==> src/rtl/bcd_updown_counter_pkg.sv <==
// Shared constants and types for the BCD up/down counter.
//   DIGIT_W / DIGIT_MAX : BCD digit width and largest legal digit value
//   rpt_state_t         : per-direction auto-repeat FSM encoding
//   max_int()           : elaboration helper for sizing the hold counter
package bcd_updown_counter_pkg;

  localparam int                   DIGIT_W   = 4;
  localparam logic [DIGIT_W-1:0]   DIGIT_MAX = 4'd9;

  typedef enum logic [1:0] {
    ST_IDLE   = 2'd0,
    ST_HOLD   = 2'd1,
    ST_REPEAT = 2'd2
  } rpt_state_t;

  function automatic int max_int(input int a, input int b);
    return (a > b) ? a : b;
  endfunction

endpackage

==> src/rtl/bcd_digit.sv <==
// One BCD digit of the counter datapath (purely combinational).
//   inc, dec   : step requests rippling in from the next lower digit
//   clear      : forces next_value to 0
//   value      : current registered digit
//   next_value : digit after the step
//   carry      : increment rolled 9->0, feed to next digit's inc
//   borrow     : decrement rolled 0->9, feed to next digit's dec
module bcd_digit
  import bcd_updown_counter_pkg::*;
(
  input  logic               inc,
  input  logic               dec,
  input  logic               clear,
  input  logic [DIGIT_W-1:0] value,
  output logic [DIGIT_W-1:0] next_value,
  output logic               carry,
  output logic               borrow
);

  always_comb begin
    next_value = value;
    carry      = 1'b0;
    borrow     = 1'b0;
    if (clear) begin
      next_value = '0;
    end else if (inc) begin
      // >= so a corrupted digit (>9) recovers to 0 instead of counting on
      if (value >= DIGIT_MAX) begin
        next_value = '0;
        carry      = 1'b1;
      end else begin
        next_value = value + 1'b1;
      end
    end else if (dec) begin
      if (value == '0) begin
        next_value = DIGIT_MAX;
        borrow     = 1'b1;
      end else begin
        next_value = value - 1'b1;
      end
    end
  end

endmodule

==> src/rtl/bcd_updown_counter.sv <==
// Multi-digit BCD up/down counter driven by debounced buttons, with
// edge-triggered steps and press-and-hold auto-repeat per direction.
//   i_Clk, i_Reset     : clock, async active-high reset
//   i_Up, i_Down       : debounced button levels
//   i_Clear            : synchronous clear, beats any step
//   o_Digits           : BCD value, digit 0 in bits [3:0]
//   o_Wrap             : one-cycle pulse when the value wraps around
//   o_At_Max, o_At_Min : all-9 / all-0 decodes of o_Digits
module bcd_updown_counter
  import bcd_updown_counter_pkg::*;
#(
  parameter int NUM_DIGITS    = 2,
  parameter bit WRAP_EN       = 1'b1,
  parameter int REPEAT_DELAY  = 25_000_000,
  parameter int REPEAT_PERIOD = 5_000_000
) (
  input  logic                          i_Clk,
  input  logic                          i_Reset,
  input  logic                          i_Up,
  input  logic                          i_Down,
  input  logic                          i_Clear,
  output logic [DIGIT_W*NUM_DIGITS-1:0] o_Digits,
  output logic                          o_Wrap,
  output logic                          o_At_Max,
  output logic                          o_At_Min
);

  localparam int               CNT_W    = $clog2(max_int(REPEAT_DELAY, REPEAT_PERIOD)) + 1;
  localparam logic [CNT_W-1:0] DELAY_C  = CNT_W'(REPEAT_DELAY);
  localparam logic [CNT_W-1:0] PERIOD_C = CNT_W'(REPEAT_PERIOD);
  localparam logic [CNT_W-1:0] ONE_C    = CNT_W'(1);

  // index 0 = up, 1 = down
  logic [1:0] lvl;
  logic [1:0] step;
  assign lvl = {i_Down, i_Up};

  // ---------------- per-direction edge detect + auto-repeat ----------------
  for (genvar d = 0; d < 2; d++) begin : g_dir
    logic             lvl_q;
    logic             edge_det;
    logic             stp;
    rpt_state_t       st, st_nx;
    logic [CNT_W-1:0] cnt, cnt_nx;

    assign edge_det = lvl[d] & ~lvl_q;

    always_ff @(posedge i_Clk or posedge i_Reset) begin
      if (i_Reset) begin
        lvl_q <= 1'b0;
        st    <= ST_IDLE;
        cnt   <= '0;
      end else begin
        lvl_q <= lvl[d];
        st    <= st_nx;
        cnt   <= cnt_nx;
      end
    end

    // cnt counts cycles the button has been held; the edge cycle is count 0,
    // so the first repeat fires with cnt == REPEAT_DELAY and subsequent ones
    // every REPEAT_PERIOD cycles (cnt restarts at 1 after each repeat step).
    always_comb begin
      st_nx  = st;
      cnt_nx = cnt;
      stp    = 1'b0;
      if (i_Clear || !lvl[d]) begin
        st_nx  = ST_IDLE;
        cnt_nx = '0;
      end else begin
        case (st)
          ST_IDLE: begin
            // a level still high after clear stays parked here until released
            if (edge_det) begin
              stp    = 1'b1;
              st_nx  = ST_HOLD;
              cnt_nx = ONE_C;
            end
          end
          ST_HOLD: begin
            if (REPEAT_DELAY == 0) begin
              cnt_nx = cnt;
            end else if (cnt >= DELAY_C) begin
              stp    = 1'b1;
              st_nx  = ST_REPEAT;
              cnt_nx = ONE_C;
            end else begin
              cnt_nx = cnt + ONE_C;
            end
          end
          ST_REPEAT: begin
            if (cnt >= PERIOD_C) begin
              stp    = 1'b1;
              cnt_nx = ONE_C;
            end else begin
              cnt_nx = cnt + ONE_C;
            end
          end
          default: begin
            st_nx  = ST_IDLE;
            cnt_nx = '0;
          end
        endcase
      end
    end

    assign step[d] = stp;
  end

  // ---------------- BCD datapath ----------------
  logic [NUM_DIGITS-1:0][DIGIT_W-1:0] digits_q, digits_nx;
  logic [NUM_DIGITS:0]                inc_c, dec_c;
  logic                               ovf;

  // opposing steps in the same cycle cancel out
  assign inc_c[0] = step[0] & ~step[1];
  assign dec_c[0] = step[1] & ~step[0];

  for (genvar k = 0; k < NUM_DIGITS; k++) begin : g_dig
    bcd_digit u_digit (
      .inc        (inc_c[k]),
      .dec        (dec_c[k]),
      .clear      (i_Clear),
      .value      (digits_q[k]),
      .next_value (digits_nx[k]),
      .carry      (inc_c[k+1]),
      .borrow     (dec_c[k+1])
    );
  end

  // carry/borrow out of the top digit means the whole value rolled over
  assign ovf = inc_c[NUM_DIGITS] | dec_c[NUM_DIGITS];

  always_ff @(posedge i_Clk or posedge i_Reset) begin
    if (i_Reset) begin
      digits_q <= '0;
      o_Wrap   <= 1'b0;
    end else if (i_Clear) begin
      digits_q <= '0;
      o_Wrap   <= 1'b0;
    end else if (ovf && !WRAP_EN) begin
      digits_q <= digits_q;
      o_Wrap   <= 1'b0;
    end else begin
      digits_q <= digits_nx;
      o_Wrap   <= ovf;
    end
  end

  assign o_Digits = digits_q;

  always_comb begin
    o_At_Max = 1'b1;
    o_At_Min = 1'b1;
    for (int k = 0; k < NUM_DIGITS; k++) begin
      if (digits_q[k] != DIGIT_MAX) o_At_Max = 1'b0;
      if (digits_q[k] != '0)        o_At_Min = 1'b0;
    end
  end

endmodule

==> config.mk <==
export PLATFORM = sky130hd
export DESIGN_NAME = bcd_updown_counter
export DESIGN_NICKNAME = d
export VERILOG_FILES = /design/src/rtl/bcd_updown_counter_pkg.sv /design/src/rtl/bcd_digit.sv /design/src/rtl/bcd_updown_counter.sv
export SDC_FILE = /design/constraint.sdc
export NUM_CORES = 1
export LEC_CHECK = 0
export ABC_CLOCK_PERIOD_IN_PS = 5500
export CORE_MARGIN = 1
export CORE_UTILIZATION = 30
export CTS_BUF_LIST = sky130_fd_sc_hd__clkbuf_16
export DETAILED_ROUTE_END_ITERATION = 7
export HOLD_SLACK_MARGIN = 0.02
export SYNTH_ARGS = -nofsm -noshare
export SYNTH_HDL_FRONTEND = slang
export SYNTH_HIERARCHICAL = 1
export SYNTH_SLANG_ARGS = --single-unit
==> constraint.sdc <==
create_clock -name i_Clk -period 5.5 [get_ports i_Clk]
set_clock_uncertainty 0.15 [all_clocks]
set_input_delay 1.1 -clock i_Clk [delete_from_list [all_inputs] [get_ports i_Clk]]
set_output_delay 1.1 -clock i_Clk [all_outputs]
set_load 0.05 [all_outputs]
==> metrics.md <==
| Metric | Value |
|---|---|
| Vias | `4,042` |
| Vias in the first global route | `3,866` |
| Row cnt | `44` |
| First-pass GRT wire length | `~18 mm` |
| CTS tree | `built` |
| GRT Overall Usage | `between 10% and 20%` |
| Total Nets Final | `581` |
| Net Count, Synth | `572` |
| # Post-CTS Setup Buffers | `0` |
| Worst r2r src | `g_dir[0].cnt[16]$_DFFE_PP0P_` |
| CTS Sinks | `between 60 and 70` |
| Clock transition at the registers of the reported paths | `60 ps` |
| Sequential area share after synthesis | `37.6%` |
| Sequential share of power | `around two fifths` |
| Crit path from | `i_Clear` |
| Inst Count DP | `737` |
| Peak supply drop | `roughly 0.13 mV` |
| Height of the die | `124 um` |
| Number of synthesized flops with an enable pin | `0` |
| Layout cells sized above 1 | `6.33%` |
| Die area | `roughly 15,000 um^2` |
| Vias per std cell | `5.37` |
| Area Growth Syn to Fin | `15.1%` |
| Die W | `124 um` |
| Per-cell routed wire length | `~14 um` |
| Tcrit/Tclk final | `between 70% and 80%` |
| Routed WL | `10.7 mm` |
| Sw Share | `about 23%` |
| Mapped cell area | `4460 um^2` |
| Net Sw Power | `approximately 0.28 mW` |
| WP data required | `~5600 ps` |
| Routability cong. | `0.883` |
| Iter 0 DRT Violations | `268` |
| Most frequent cells in the layout | `nand2_1, dfrtp_1, nor2_1` |
| Worst EP arrival | `4460 ps` |
| Non-Filler Instances | `about 750` |
| Clock buffer depth | `2` |
| CTS resizes | `0` |
| ANT nets after route | `0` |
| R2r setup slk | `about 1300 ps` |
| Hold crit path type | `reg2reg` |
| Post-route cell area | `5130 um^2` |
| Placed cell area | `4790 um^2` |
| Status | `complete, no violations` |
| Comb pwr share | `under 10%` |
| Slew Viols, Final | `0` |
| Initial antenna violation count | `0` |
| Post-synthesis cell count | `about 560` |
| Syn_area_per_cell | `8.03 um^2` |
| Largest net degree at the start of global routing | `49` |
| DR pass1 iterations | `5` |
| Fin worst setup slack | `~1100 ps` |
| Min cycle time layout | `about 4400 ps` |
| DRC violations left | `0` |
| Power share of the clock group | `between 50 and 60%` |
| Final hold vios | `0` |
| Clock Root Buffer | `clkbuf_16` |
| Final core utilization | `35.3%` |
| Worst Tran Pin Value | `roughly 1000 ps` |
| Flops & latches, synth | `67` |
| Hold wc startpoint | `g_dir[0].st[1]$_DFFE_PP0P_` |
| Core area | `14,500 um^2` |
| Worst slack, placed | `between 800 and 900 ps` |
| Slew HR | `32.7%` |
| H-tree levels | `3` |
| Cell variety after synth | `51` |
| Final HPWL DP | `7.13 mm` |
| CP Capture Type | `register` |
| Synth Flop Type | `dfrtp_1` |
| Final Hold Slack | `371 ps` |
| CTS buffer count | `9` |
| # setup viols final | `0` |
| Critical Path Fanout Max | `24` |
| Commonest non-fill, non-tap cell in the layout | `nand2_1` |
| Clk_lat worst skew | `340 ps` |
| Critical path type | `in2reg` |
| Syn. warnings | `6` |
| N_diodes | `0` |
| Total gr overflow | `0` |
| Fraction of registers with async set/reset | `between 90% and 100%` |
| Pwr dens | `242 nW/um^2` |
| Max-Cap Viols | `0` |
| Fmax | `228 MHz` |
| Leak Pwr | `2.14 nW` |
| RSZ-0062 raised after global routing | `no` |
| Crit start category | `input pin` |
| Cts-stage hold buffer count | `0` |
| Initial Util | `30.7%` |
| Internal power | `0.962 mW` |
| Power Total | `1.24 mW` |
| # port buffers | `15` |
| Setup TNS | `0 ps` |
| I/O pin total | `16` |
==> layer usage <==
metal / GRT usage (%) / part of all wire (%)
met1: 19.7 / 49
met3: 2.98 / 2.9
met4: 6.55 / 1.1
met2: 23.7 / 47
met5: 0 / 0
==> power groups by stage <==
stage          combinational, mW  clock (mW)  sequential [mW]
2_1_floorplan             0.0435           0            0.515
4_1_cts                   0.0710       0.683            0.504
6_report                  0.0701       0.668            0.504
3_5_place_dp              0.0706           0            0.513
5_1_grt                   0.0782       0.708            0.505
3_3_place_gp              0.0690           0            0.513
==> worst max-delay path, stage by stage <==
cell and delay, ps:
clkdlybuf4s50_1 470, buf_4 260, nor2b_1 130, nand2b_1 180, o22ai_1 130, nor2_1 310
nor4bb_1 410, nor3b_1 650, nor4bb_1 450, or4_1 180, a21oi_1 50, nor2b_1 130
==> cell families after synthesis <==
| family | Yosys count | share of synthesized area, % |
|---|---|---|
| compound gates | 127 | 18.6 |
| xor+xnor | 13 | 2.55 |
| fa+ha+maj | 12 | 3.37 |
| buf+inv | 48 | 4.55 |
| flops | 67 | 37.6 |
| mux | 1 | 0.225 |
| simple gates | 287 | 33.1 |
==> cells in the mapped netlist, types with 7 or more instances <==
library cell   n  share of area, %
nand2_1       92               7.7
dfrtp_1       67                38
nor2_1        44               3.7
o21ai_0       29               3.3
o22ai_1       27               3.8
nand3_1       25               2.8
nor2b_1       25               3.5
and2_1        20               2.8
inv_1         20               1.7
nor3_1        19               2.1
clkbuf_1      16               1.3
a21oi_1       13               1.5
o211ai_1      13               2.2
ha_1          12               3.4
and4_1         9               1.8
nor4_1         9               1.3
a211oi_1       7               1.2
and3_1         7              0.98
or4_1          7               1.2
xnor2_1        7               1.4
==> sequential cells by signal (all words and copies together) (netlist names) <==
name,cells
o_Digits,8
g_dir.lvl_q,2
g_dir.st,4
o_Wrap,1
g_dir.cnt,52
==> area by class of cell <==
| cell class | instances | area [um^2] |
|---|---|---|
| inverter | 24 | 90.1 |
| multi-input combinational | 440 | 2590 |
| fill | 1540 | 9400 |
| clock inverter | 7 | 116 |
| timing repair buffer | 22 | 203 |
| tap | 184 | 230 |
| sequential | 67 | 1680 |
| clock buffer | 9 | 225 |
==> final timing paths <==
kind,end,cells past startpoint
worst max register to register,o_Digits[5]$_DFF_PP0_,12
worst min register to register,g_dir[0].cnt[0]$_DFFE_PP0P_,1
max in group asynchronous,g_dir[0].cnt[10]$_DFFE_PP0P_,3
worst min-delay path,g_dir[0].cnt[0]$_DFFE_PP0P_,1
min in group asynchronous,g_dir[1].st[1]$_DFFE_PP0P_,2
worst max-delay path,o_Digits[5]$_DFF_PP0_,12
No activity file was read; power rests on OpenSTA's default activity.
